**src/rtl/alien_fleet_ctrl_pkg.sv**
```systemverilog
// Shared fleet geometry, reset origin and FSM encoding for the alien fleet controller.
// The drawing stage imports the same constants.
package alien_fleet_ctrl_pkg;

    localparam int CELL_W     = 30;
    localparam int CELL_H     = 20;
    localparam int PITCH_X    = 40;
    localparam int PITCH_Y    = 30;
    localparam int GRID_COLS  = 10;
    localparam int GRID_ROWS  = 5;
    localparam int NUM_ALIENS = GRID_COLS * GRID_ROWS;

    // Extent runs from the first cell's left/top edge to the last cell's right/bottom edge.
    localparam int FLEET_W = (GRID_COLS - 1) * PITCH_X + CELL_W;
    localparam int FLEET_H = (GRID_ROWS - 1) * PITCH_Y + CELL_H;

    localparam int ORIGIN_ROW = 40;
    localparam int ORIGIN_COL = 40;

    typedef enum logic [1:0] {
        MOVE_RIGHT = 2'd0,
        MOVE_LEFT  = 2'd1,
        HALT       = 2'd2
    } fleet_state_e;

    function automatic logic [5:0] alienIndex(input logic [2:0] row, input logic [3:0] col);
        return 6'(row) * 6'(GRID_COLS) + 6'(col);
    endfunction

endpackage

```
**src/rtl/alien_fleet_ctrl_hit_detect.sv**
```systemverilog
// Combinational bullet probe to alien-cell mapping and alive check.
// Probe sits at the bullet's horizontal centre (col + 5), top row.
module alien_hit_detect
    import alien_fleet_ctrl_pkg::*;
(
    input  logic [8:0]  bulletRow_i,
    input  logic [9:0]  bulletCol_i,
    input  logic        bulletExists_i,
    input  logic [8:0]  fleetRow_i,
    input  logic [9:0]  fleetCol_i,
    input  logic [49:0] grid_i,
    output logic        hit_o,
    output logic [5:0]  hitIndex_o
);

    logic [10:0] probeX, probeY, dx, dy, xOff, yOff;
    logic [3:0]  colIdx;
    logic [2:0]  rowIdx;
    logic        inX, inY, inCell, aliveBit;
    logic [5:0]  index;

    always_comb begin
        probeX   = 11'(bulletCol_i) + 11'd5;
        probeY   = 11'(bulletRow_i);
        dx       = probeX - 11'(fleetCol_i);
        dy       = probeY - 11'(fleetRow_i);
        inX      = (probeX >= 11'(fleetCol_i)) && (dx < 11'(FLEET_W));
        inY      = (probeY >= 11'(fleetRow_i)) && (dy < 11'(FLEET_H));
        colIdx   = 4'(dx / 11'(PITCH_X));
        rowIdx   = 3'(dy / 11'(PITCH_Y));
        xOff     = dx % 11'(PITCH_X);
        yOff     = dy % 11'(PITCH_Y);
        inCell   = (xOff < 11'(CELL_W)) && (yOff < 11'(CELL_H));
        index    = alienIndex(rowIdx, colIdx);
        // Index can exceed the grid when the probe is outside the fleet; guard the select.
        aliveBit = (index < 6'(NUM_ALIENS)) ? grid_i[index] : 1'b0;
        hit_o      = bulletExists_i && inX && inY && inCell && aliveBit;
        hitIndex_o = index;
    end

endmodule

```
**src/rtl/alien_fleet_ctrl.sv**
```systemverilog
// Alien fleet motion, descent, hit bookkeeping and game-over flags.
// Optional macro ALIEN_SPEEDUP_EN shortens the step period as aliens die.
module alien_fleet_ctrl
    import alien_fleet_ctrl_pkg::*;
#(
    parameter int STEP_DIV    = 30,
    parameter int H_STEP      = 10,
    parameter int V_STEP      = 10,
    parameter int RIGHT_BOUND = 640,
    parameter int LANDING_ROW = 440
) (
    input  logic        Clk_i,
    input  logic        Reset_i,
    input  logic        FrameTick_i,
    input  logic [8:0]  BulletRow_i,
    input  logic [9:0]  BulletCol_i,
    input  logic        BulletExists_i,
    output logic [49:0] Aliens_Grid_o,
    output logic [8:0]  AliensRow_o,
    output logic [9:0]  AliensCol_o,
    output logic        Hit_o,
    output logic [5:0]  HitIndex_o,
    output logic        Landed_o,
    output logic        AllDead_o
);

    localparam int TICK_W = $clog2(STEP_DIV + 1);

    fleet_state_e      state_q, state_d;
    logic [49:0]       grid_q, grid_d;
    logic [8:0]        row_q, row_d;
    logic [9:0]        col_q, col_d;
    logic [TICK_W-1:0] tick_q, tick_d;
    logic              hit_q, hit_d;
    logic [5:0]        hitIndex_q, hitIndex_d;
    logic              landed_q, landed_d;
    logic              allDead_q, allDead_d;

    logic        detHit;
    logic [5:0]  detIdx;
    logic [31:0] periodM1;
    logic        active, stepNow, hitNow, descend;
    logic [11:0] rightEdge, descRow;

    alien_hit_detect u_hitDetect (
        .bulletRow_i   (BulletRow_i),
        .bulletCol_i   (BulletCol_i),
        .bulletExists_i(BulletExists_i),
        .fleetRow_i    (row_q),
        .fleetCol_i    (col_q),
        .grid_i        (grid_q),
        .hit_o         (detHit),
        .hitIndex_o    (detIdx)
    );

`ifdef ALIEN_SPEEDUP_EN
    logic [31:0] aliveCnt, halfKilled;

    always_comb begin
        aliveCnt = '0;
        for (int i = 0; i < NUM_ALIENS; i++) begin
            aliveCnt = aliveCnt + 32'(grid_q[i]);
        end
        halfKilled = (32'(NUM_ALIENS) - aliveCnt) >> 1;
        // Period floors at 2 frames, so the last value of period-1 is 1.
        if (32'(STEP_DIV) >= halfKilled + 32'd2) begin
            periodM1 = 32'(STEP_DIV) - halfKilled - 32'd1;
        end else begin
            periodM1 = 32'd1;
        end
    end
`else
    assign periodM1 = 32'(STEP_DIV - 1);
`endif

    always_comb begin
        state_d    = state_q;
        grid_d     = grid_q;
        row_d      = row_q;
        col_d      = col_q;
        tick_d     = tick_q;
        hitIndex_d = hitIndex_q;
        landed_d   = landed_q;
        allDead_d  = allDead_q;
        descend    = 1'b0;

        active    = (state_q != HALT);
        stepNow   = active && FrameTick_i && (32'(tick_q) >= periodM1);
        hitNow    = active && detHit;
        hit_d     = hitNow;
        rightEdge = 12'(col_q) + 12'(FLEET_W + H_STEP);
        descRow   = 12'(row_q) + 12'(V_STEP);

        if (active && FrameTick_i) begin
            tick_d = stepNow ? '0 : tick_q + 1'b1;
        end

        // The hit was judged against the pre-step position; both updates land together.
        if (hitNow) begin
            grid_d[detIdx] = 1'b0;
            hitIndex_d     = detIdx;
        end

        if (stepNow) begin
            case (state_q)
                MOVE_RIGHT: begin
                    if (rightEdge <= 12'(RIGHT_BOUND)) begin
                        col_d = col_q + 10'(H_STEP);
                    end else begin
                        descend = 1'b1;
                        state_d = MOVE_LEFT;
                    end
                end
                MOVE_LEFT: begin
                    if (11'(col_q) >= 11'(H_STEP)) begin
                        col_d = col_q - 10'(H_STEP);
                    end else begin
                        descend = 1'b1;
                        state_d = MOVE_RIGHT;
                    end
                end
                default: ;
            endcase
        end

        if (descend) begin
            row_d = 9'(descRow);
            if (descRow + 12'(FLEET_H) >= 12'(LANDING_ROW)) begin
                state_d  = HALT;
                landed_d = 1'b1;
            end
        end

        if (hitNow && (grid_d == '0)) begin
            state_d   = HALT;
            allDead_d = 1'b1;
        end
    end

    always_ff @(posedge Clk_i) begin
        if (Reset_i) begin
            state_q    <= MOVE_RIGHT;
            grid_q     <= '1;
            row_q      <= 9'(ORIGIN_ROW);
            col_q      <= 10'(ORIGIN_COL);
            tick_q     <= '0;
            hit_q      <= 1'b0;
            hitIndex_q <= '0;
            landed_q   <= 1'b0;
            allDead_q  <= 1'b0;
        end else begin
            state_q    <= state_d;
            grid_q     <= grid_d;
            row_q      <= row_d;
            col_q      <= col_d;
            tick_q     <= tick_d;
            hit_q      <= hit_d;
            hitIndex_q <= hitIndex_d;
            landed_q   <= landed_d;
            allDead_q  <= allDead_d;
        end
    end

    assign Aliens_Grid_o = grid_q;
    assign AliensRow_o   = row_q;
    assign AliensCol_o   = col_q;
    assign Hit_o         = hit_q;
    assign HitIndex_o    = hitIndex_q;
    assign Landed_o      = landed_q;
    assign AllDead_o     = allDead_q;

endmodule

```
**config.mk**
```make
export PLATFORM = sky130hd
export DESIGN_NAME = alien_fleet_ctrl
export DESIGN_NICKNAME = d
export VERILOG_FILES = /design/src/rtl/alien_fleet_ctrl_pkg.sv /design/src/rtl/alien_fleet_ctrl_hit_detect.sv /design/src/rtl/alien_fleet_ctrl.sv
export SDC_FILE = /design/constraint.sdc
export NUM_CORES = 1
export LEC_CHECK = 0
export BUFFER_PORTS_ARGS = -buffer_cell sky130_fd_sc_hd__buf_2
export CORE_MARGIN = 5
export CORE_UTILIZATION = 50
export CTS_BUF_LIST = sky130_fd_sc_hd__clkbuf_16
export CTS_CLUSTER_SIZE = 28
export DETAILED_ROUTE_END_ITERATION = 8
export GPL_ROUTABILITY_DRIVEN = 0
export PLACE_DENSITY = 0.71
export SYNTH_ARGS = -nofsm -noshare
export SYNTH_HDL_FRONTEND = slang
export SYNTH_HIERARCHICAL = 1
export SYNTH_SLANG_ARGS = --single-unit
```
**constraint.sdc**
```tcl
create_clock -name Clk_i -period 12.98 [get_ports Clk_i]
set_input_delay 0 -clock Clk_i [delete_from_list [all_inputs] [get_ports Clk_i]]
set_output_delay 0 -clock Clk_i [all_outputs]
set_load 0.05 [all_outputs]
```
# ---- After elaboration in Yosys (flattened, before gate mapping)
# Cells that the tools add are included.
dict set report word_totals {
  elab_cells 83
  mem_bits_ro 0
  output_inout_bits 78
  in_bits 23
  mem_bits_rw 0
  latch_bits 0
  n_memories 0
  regBits 85
}
dict set report classes {
  n_mux 21
  shifts 0
  n_eq_ne 4
  reduce_logical 18
  mul 1
  n_addsub 10
  bitwise_logic 2
  n_lt_le_gt_ge 13
  div_mod_pow 4
}
# op count
set ops {}
lappend ops {{AND 50 bit} 1}
lappend ops {{logical NOT 50 bit} 1}
lappend ops {{2-to-1 mux 50 bit} 1}
lappend ops {{inverter 50 bit} 1}
lappend ops {{less-than comparator 11 x 5 -> 1 bit (second input constant)} 2}
lappend ops {{2-to-1 mux 10 bit} 2}
lappend ops {{one-hot mux 10 bit (2 select lines)} 1}
lappend ops {{logical AND 1 bit} 12}
lappend ops {{2-to-1 mux 2 bit} 6}
lappend ops {{adder 10 x 3 -> 11 bit (second input constant)} 1}
lappend ops {{adder 10 x 8 -> 11 bit (second input constant)} 1}
lappend ops {{adder 10 x 9 -> 11 bit (second input constant)} 1}
lappend ops {{divider 11 x 5 -> 11 bit (second input constant)} 1}
lappend ops {{divider 11 x 6 -> 11 bit (second input constant)} 1}
lappend ops {{>= comparator 11 x 10 -> 1 bit} 1}
lappend ops {{>= comparator 11 x 9 -> 1 bit (second input constant)} 1}
lappend ops {{less-or-equal comparator 11 x 10 -> 1 bit (second input constant)} 1}
lappend ops {{less-than comparator 11 x 8 -> 1 bit (second input constant)} 1}
lappend ops {{less-than comparator 11 x 9 -> 1 bit (second input constant)} 1}
lappend ops {{remainder unit 11 x 5 -> 11 bit (second input constant)} 1}
lappend ops {{remainder unit 11 x 6 -> 11 bit (second input constant)} 1}
lappend ops {{subtractor 11 x 10 -> 11 bit} 1}
lappend ops {{adder 10 x 4 -> 10 bit (second input constant)} 1}
lappend ops {{adder 9 x 4 -> 10 bit (second input constant)} 1}
lappend ops {{other kinds (24)} 31}

# ---- Longest topological paths before layout
# Gate-level depths: netlist of run 1.
dict set report depth {
  word_depth 14
  depth_mapped 39
  depth_no_buf 36
}

# ---- Hierarchy
# The synthesis of run 1 kept the hierarchy.
# mod area_per_inst_um2 cells_per_inst seq_area_each_um2 instances
set by_module_without_submodules {}
lappend by_module_without_submodules {alien_fleet_ctrl 4260.3 490 1661.6 1}
lappend by_module_without_submodules {alien_hit_detect 3570.9 516 0.0 1}

# ---- Least setup slack after synthesis of run 1
# No wires, ideal clock.
dict set report synth_timing {
  kind {reg2reg}
  start {register row_q[1], in the netlist AliensRow_o[1]}
  end {register state_q[0]}
  n_path_buf 3
  slack_ps 4159
  t_arrival_ps 8706
  path_stages_with_launch 37
  synth_period_minus_slack_ps 8821
  required_time_ps 12864
  setup_time_ps 116
  cell_sequence {dfxtp_1 -> inv_1 -> ha_1 -> nor2b_1 -> o31a_1 -> o311a_4 -> or4b_4 -> and3_4 -> buf_6 -> nand4_1 -> a21oi_1 -> a211oi_1 -> clkbuf_1 -> and2_1 -> nor2_1 -> a211o_1 -> ha_1 -> nand2_1 -> o21a_1 -> o21ai_0 -> ha_1 -> fa_1 -> xnor2_1 -> inv_1 -> or3_1 -> o31a_1 -> a221oi_2 -> o21ai_1 -> nor4_1 -> or3b_1 -> or3_1 -> clkbuf_1 -> o21a_1 -> or3b_1 -> nor4_1 -> nand4_1 -> and3_1}
}
dict set report synth_via {
  elab_cells_between_ends 34
  classes_between {4 x add/sub; 1 x mul; 2 x div; 7 x order compare; 8 x mux; 2 x bitwise; 10 x reduce/logical}
}
# element line_no
set synth_rtl {}
lappend synth_rtl {{start: declaration} alien_fleet_ctrl.sv:31} ;# logic [8:0] row_q, row_d;
lappend synth_rtl {{start signal: assignment} alien_fleet_ctrl.sv:144} ;# row_q <= 9'(ORIGIN_ROW);
lappend synth_rtl {{start signal: assignment} alien_fleet_ctrl.sv:154} ;# row_q <= row_d;
lappend synth_rtl {{subtractor 9 x 9 -> 10 bit *} alien_fleet_ctrl_hit_detect.sv:26} ;# dy = probeY - 11'(fleetRow_i);
lappend synth_rtl {{divider 11 x 5 -> 11 bit *} alien_fleet_ctrl_hit_detect.sv:30} ;# rowIdx = 3'(dy / 11'(PITCH_Y));
lappend synth_rtl {{multiplier 3 x 3 -> 5 bit *} alien_fleet_ctrl_pkg.sv:27} ;# return 6'(row) * 6'(GRID_COLS) + 6'(col);
lappend synth_rtl {{adder 6 x 4 -> 6 bit *} alien_fleet_ctrl_pkg.sv:27}
lappend synth_rtl {{via detIdx[3]} alien_fleet_ctrl.sv:40} ;# logic [5:0] detIdx;
lappend synth_rtl {{binary-select mux 1 bit (select 6 bit)} alien_fleet_ctrl_hit_detect.sv:36} ;# aliveBit = (index < 6'(NUM_ALIENS)) ? grid_i[index] : 1'b0;
lappend synth_rtl {{2-to-1 mux 1 bit (not written as such)} alien_fleet_ctrl_hit_detect.sv:36}
lappend synth_rtl {{2-to-1 mux 1 bit *} alien_fleet_ctrl_hit_detect.sv:36}
lappend synth_rtl {{logical AND 1 bit *} alien_fleet_ctrl_hit_detect.sv:37} ;# hit_o = bulletExists_i && inX && inY && inCell && aliveBit;
lappend synth_rtl {{via detHit} alien_fleet_ctrl.sv:39} ;# logic detHit;
lappend synth_rtl {{logical AND 1 bit *} alien_fleet_ctrl.sv:89} ;# hitNow = active && detHit;
lappend synth_rtl {{2-to-1 mux 50 bit} alien_fleet_ctrl.sv:99} ;# if (hitNow) begin
lappend synth_rtl {{logical NOT 50 bit} alien_fleet_ctrl.sv:134} ;# if (hitNow && (grid_d == '0)) begin
lappend synth_rtl {{logical AND 1 bit *} alien_fleet_ctrl.sv:134}
lappend synth_rtl {{OR reduction 2 bit (no source line) *} n/a}
lappend synth_rtl {{end signal: assignment} alien_fleet_ctrl.sv:152} ;# state_q <= state_d;
lappend synth_rtl {{end: declaration} alien_fleet_ctrl.sv:29} ;# fleet_state_e state_q, state_d;
# Mark *: on every way through the listed nets, which the timed path passes. The rest lies on a longest branch. The select of a mux whose other input is x is not followed.
# A chain may end at the register's enable or synchronous reset.

# ---- Worst setup path after layout of run 1
# Ends and elaborated chain as after synthesis.

==> results.sh, run 1 <==
export IMPL_status="completed"
export IMPL_synth_edf_count=0
export IMPL_hold_buffers=0
export IMPL_crit_fanout=15
export IMPL_tns_ns=0
export IMPL_ant_nets=0
export IMPL_clockPowerShare=0.210
export IMPL_layout_commonest_cell="buf_2"
export IMPL_antenna_cells=0
export IMPL_p_per_area_mw_per_mm2=135
export IMPL_async_flop_share=0
export IMPL_slowest_stage="o41ai_1"
export IMPL_finalCritPeriodShare=0.757
export IMPL_numCtsBuffers=9
export IMPL_syn_inst=1006
export IMPL_finalHoldViolations=0
export IMPL_synth_area_mm2=0.00783
export IMPL_max_cap_viol_count=0
export IMPL_grt_total_usage=0.228
export IMPL_clockBufferDepth=2
export IMPL_clk_pin_slew_ns=0.06
export IMPL_worstSetupStartpointType="flop"
export IMPL_stdcell_count=1275
export IMPL_syn_to_final_growth_pct=9.63
export IMPL_endpoint_kind="flop"
export IMPL_ys_flop_type="dfxtp_1"
export IMPL_finalClockSkew_ns=0.00897
export IMPL_viasPerCell=6.25
export IMPL_drc_errors=0
export IMPL_fin_util=0.563
export IMPL_drive_gt1_frac=0.164
export IMPL_drtIter0Drc=921
export IMPL_crit_required_ns=13.22
export IMPL_power_total_mw=1.16
export IMPL_antenna_found_initial=0
export IMPL_p_sw_frac=0.479
export IMPL_yosysTopAreaCellShare=0.212
export IMPL_seq_area_frac_synth=0.212
export IMPL_power_internal_uw=605
export IMPL_io_pins=101
export IMPL_grt_pass1_wl_um=35000
export IMPL_core_area_mm2=0.0153
export IMPL_setup_viol=0
export IMPL_vdd_ir_drop_max_mv=0.108
export IMPL_num_vias=7968
export IMPL_hold_path_class="input pin to flop"
export IMPL_dp_hpwl_um=16100
export IMPL_insertion_delay_ns=0.35
export IMPL_port_buffers=98
export IMPL_synth_area_leaders="dfxtp_1 (21%), ha_1 (5.9%), nand2b_1 (4.6%), a21oi_1 (4.6%), o41ai_1 (4.0%)"
export IMPL_yosysTopAreaCell="dfxtp_1"
export IMPL_p_comb_frac=0.568
export IMPL_p_sw_uw=555
export IMPL_firstDrtPassIters=6
export IMPL_root_buffer="clkbuf_16"
export IMPL_ys_ff_latch=83
export IMPL_slowest_delay_ns=0.63
export IMPL_tightestPinTransition_ns=0.900
export IMPL_grt_max_degree=87
export IMPL_initial_utilization=0.513
export IMPL_dieArea_mm2=0.0183
export IMPL_cts_htree_levels=3
export IMPL_power_leakage_nw=3.17
export IMPL_final_cell_mix="buf_2 (98), dfxtp_1 (83), nor2_1 (73)"
export IMPL_fmaxAchievable_mhz=102
export IMPL_die_y_um=135
export IMPL_cp_arrival_ns=10.07
export IMPL_yosys_cell_types_count=95
export IMPL_avgRoutedWirePerCell_um=17.1
export IMPL_drt_total_wl_um=21900
export IMPL_slew_headroom=0.395
export IMPL_cts_sinks=83
export IMPL_dieWidth_um=135
export IMPL_cts_setup_buffers=0
export IMPL_grt_ovfl_total=0
export IMPL_min_period_ns=9.83
export IMPL_avgSynthCellArea_um2=7.78
export IMPL_cpMostUsedCell="ha_1"
export IMPL_slew_violations=0
export IMPL_grt_pass1_vias=6933
export IMPL_fill_cells=1375
export IMPL_cts_tree="yes"
export IMPL_cts_resized=0
export IMPL_numPlacedInstances=1259
export IMPL_rsz0062_at_grt="no"
export IMPL_rows=45
export IMPL_p_seq_frac=0.222
export IMPL_critPathKind="flop to flop"
export IMPL_ys_warn_count=6
export IMPL_nets=1122
## metal layers
metal	share of wire	track usage	routed length, µm	vias up
li1	-	-	-	3900
met1	0.47	0.338	10400	3715
met2	0.44	0.347	9690	313
met3	0.063	0.0253	1380	40
met4	0.019	0.0661	416	0
met5	0	0	0	-
## logic make-up (layout without fill, tap and decap cells)
logic type / Yosys count / count (layout) / share of synthesized area
and+or+nand+nor: 391 / 391 / 0.274
xor gates and xnor gates: 49 / 49 / 0.0548
AOI/OAI and AO/OA: 305 / 305 / 0.286
buffers and inverters: 113 / 168 / 0.0657
adders and majority gates: 41 / 41 / 0.0681
DFF: 83 / 83 / 0.212
other: 1 / 4 / 0.000479
muxes: 23 / 23 / 0.0380
## state kept, by name (all words and copies together), names as in the netlist
register       count
AliensCol_o        9
AliensRow_o        8
Aliens_Grid_o     50
AllDead_o          1
HitIndex_o         6
Hit_o              1
Landed_o           1
state_q            2
tick_q             5
## metrics by stage
step | hold WS [ns] | area [µm²] | setup slack (ns)
after floorplan | 0.244 | 7840 | 4.16
after global placement | 0.408 | 8310 | 3.57
after detailed placement | 0.427 | 8310 | 3.38
after CTS | 0.0747 | 8590 | 3.33
after global routing | 0.131 | 8590 | 2.45
final | 0.0913 | 8590 | 3.15
## power groups by stage
stage               clock, mW  sequential (mW)  combinational (mW)
detailed placement          0            0.263               0.642
finish                  0.244            0.257               0.660
CTS                     0.247            0.257               0.646
floorplan                   0            0.267               0.529
global placement            0            0.263               0.636
global route            0.255            0.257               0.719
## cell type report
type	instances	area, µm²	area share
Tap cell	211	264	0.0307
Sequential cell	83	1660	0.194
Multi-Input combinational cell	813	5670	0.660
Clock inverter	7	52.6	0.00612
Inverter	50	193	0.0224
Timing Repair Buffer	102	520	0.0606
Clock buffer	9	225	0.0262
## cell usage after synthesis (14+ instances only)
| master | count |
|---|---|
| o21ai_0 | 44 |
| mux2i_1 | 14 |
| nand3_1 | 32 |
| a31oi_1 | 14 |
| or3_1 | 14 |
| inv_1 | 48 |
| ha_1 | 37 |
| nand2b_1 | 58 |
| nor3_1 | 42 |
| nor2_1 | 73 |
| xnor2_1 | 31 |
| nand2_1 | 53 |
| o41ai_1 | 36 |
| dfxtp_1 | 83 |
| buf_2 | 14 |
| nand4_1 | 24 |
| nor2b_1 | 17 |
| a21oi_1 | 72 |
| xor2_1 | 18 |
| clkbuf_1 | 34 |
## worst max-delay path, delay by kind of cell (launching register included)
kind / cells / cell delay, ns
flops: 1 / 0.51
fa+ha+maj: 4 / 1.16
buf+inv: 4 / 0.88
simple gates: 12 / 2.72
xor+xnor: 1 / 0.44
compound gates: 14 / 4.01
## worst paths after layout
path | start | to | slack, ns | cells after the start
worst max-delay path | AliensRow_o[1]$_SDFFE_PP0N_ | state_q[0]$_SDFF_PP0_ | 3.15 | 35
worst min-delay path | FrameTick_i | tick_q[1]$_SDFFE_PP0P_ | 0.09 | 4
worst max register to register | AliensRow_o[1]$_SDFFE_PP0N_ | state_q[0]$_SDFF_PP0_ | 3.15 | 35
worst min register to register | Landed_o$_SDFFE_PP0P_ | Landed_o$_SDFFE_PP0P_ | 0.45 | 2
Power figures use the tool's default switching activity.
==> run 2, diff against run 1 <==
- PLACE_DENSITY: 0.71 -> 0.73
- clock period: 12.98 -> 8.3 ns (I/O delays scaled with it)
==> run 2 against run 1 <==
  * Critical path depth rose by 1
  * Non-clock buffer count rose by 59
  * Combinational power rose by 98%
  * Critical path type unchanged
  * Critical endpoint unchanged
  * Highest routed layer unchanged
==> results.sh, run 2 (same netlist as run 1, synthesis figures left out) <==
export IMPL_largest_reg_flops=50
export IMPL_p_per_area_mw_per_mm2=222
export IMPL_cts_sinks=83
export IMPL_die_y_um=135
export IMPL_numCtsBuffers=9
export IMPL_dp_slack_ns=-0.181
export IMPL_finalCritPeriodShare=0.993
export IMPL_grt_pass1_wl_um=36600
export IMPL_stdcell_area_mm2=0.00942
export IMPL_hold_buffers=0
export IMPL_ant_nets=0
export IMPL_grt_max_degree=87
export IMPL_nets=1181
export IMPL_antenna_cells=0
export IMPL_core_area_mm2=0.0153
export IMPL_dieArea_mm2=0.0183
export IMPL_crit_required_ns=8.54
export IMPL_max_cap_viol_count=0
export IMPL_layout_commonest_cell="buf_2"
export IMPL_avgRoutedWirePerCell_um=17.6
export IMPL_cpMostUsedCell="buf_4"
export IMPL_final_cell_mix="buf_2 (98), dfxtp_1 (78), nor2_1 (72)"
export IMPL_slew_headroom=0.432
export IMPL_clockBufferDepth=2
export IMPL_cp_top_family="simple AND/OR/NAND/NOR gates"
export IMPL_crit_fanout=10
export IMPL_grt_total_usage=0.237
export IMPL_insertion_delay_ns=0.34
export IMPL_syn_to_final_growth_pct=20.3
export IMPL_cts_tree="yes"
export IMPL_drive_gt1_frac=0.261
export IMPL_initial_utilization=0.513
export IMPL_port_buffers=98
export IMPL_fill_cells=1371
export IMPL_io_pins=101
export IMPL_status="completed"
export IMPL_clk_pin_slew_ns=0.06
export IMPL_setup_slack_ns=0.0554
export IMPL_dpl_cell_area_mm2=0.00865
export IMPL_grt_pass1_vias=7339
export IMPL_num_vias=8362
export IMPL_endpoint_kind="flop"
export IMPL_tightestPinTransition_ns=0.846
export IMPL_slowest_delay_ns=0.56
export IMPL_dieWidth_um=135
export IMPL_drc_errors=0
export IMPL_antenna_found_initial=0
export IMPL_firstDrtPassIters=5
export IMPL_power_total_mw=2.09
export IMPL_vdd_ir_drop_max_mv=0.212
export IMPL_drt_total_wl_um=23500
export IMPL_fmaxAchievable_mhz=121
export IMPL_rows=45
export IMPL_worstSetupStartpointType="flop"
export IMPL_slowest_stage="or4b_4"
export IMPL_cts_htree_levels=3
export IMPL_rsz0062_at_grt="yes"
export IMPL_finalHoldViolations=0
export IMPL_hold_path_class="input pin to flop"
export IMPL_grt_ovfl_total=0
export IMPL_slew_violations=0
export IMPL_viasPerCell=6.27
export IMPL_min_period_ns=8.24
export IMPL_finalClockSkew_ns=0.0102
export IMPL_setup_viol=0
export IMPL_worst_path_buf_inv=6
export IMPL_dp_hpwl_um=16700
export IMPL_power_leakage_nw=3.59
export IMPL_root_buffer="clkbuf_16"
export IMPL_drtIter0Drc=1045
export IMPL_multiInputGateArea_mm2=0.00605
export IMPL_critPathKind="flop to flop"
export IMPL_cp_arrival_ns=8.48
export IMPL_seqCellArea_mm2=0.00167
export IMPL_fin_util=0.618
## run 2: changes by cell type in the layout (fill, tap and decap cells not counted), sizes merged
cell    delta
clkinv     -2
inv        +2
buf       +59
## run 2: worst paths after layout
path / depth (start not counted) / slack, ns / from / to
max reg2reg: 36 / 0.06 / AliensRow_o[1]$_SDFFE_PP0N_ / state_q[0]$_SDFF_PP0_
min reg2reg: 2 / 0.44 / Landed_o$_SDFFE_PP0P_ / Landed_o$_SDFFE_PP0P_
min: 4 / 0.07 / FrameTick_i / tick_q[1]$_SDFFE_PP0P_
max: 36 / 0.06 / AliensRow_o[1]$_SDFFE_PP0N_ / state_q[0]$_SDFF_PP0_
## run 2: timing repair
action                     4_1_cts  5_1_grt
setup endpoints to repair        3        3
pin swaps                        1       27
gates resized for setup         10       60
setup buffers                    0       16
## run 2: report_power, final
part           total (mW)  switching [mW]  internal (mW)
logic                1.31           0.815          0.493
clock network       0.382           0.176          0.205
registers           0.402         0.00209          0.400
total                2.09           0.993           1.10
## run 2: worst min-delay path, delay by kind of cell
family	cells	cell delay, ns
buffers and inverters	1	0.11
AOI/OAI and AO/OA	1	0.08
and+or+nand+nor	2	0.17
## run 2: final cells by class
cell class / count / area share
Multi-Input combinational cell: 813 / 0.642
Sequential cell: 83 / 0.178
Timing Repair Buffer: 161 / 0.102
Tap cell: 211 / 0.0280
Clock buffer: 9 / 0.0239
Inverter: 50 / 0.0204
Clock inverter: 7 / 0.00558
## run 2: stage by stage
stage	hold slack (ns)	std cells	setup TNS, ns
3_5_place_dp	0.412	1302	-0.415
4_1_cts	0.0666	1318	0
6_report	0.0674	1334	0
5_1_grt	0.124	1334	-0.656
2_1_floorplan	0.244	1009	0
3_3_place_gp	0.409	1302	0
## run 2: metal layers
layer  vias up  GRT usage  wire, µm
met5         -          0         0
met4         0     0.0767       476
met3        41     0.0371      1650
met2       338      0.370     10800
met1      3992      0.336     10600
li1       3991          -         -
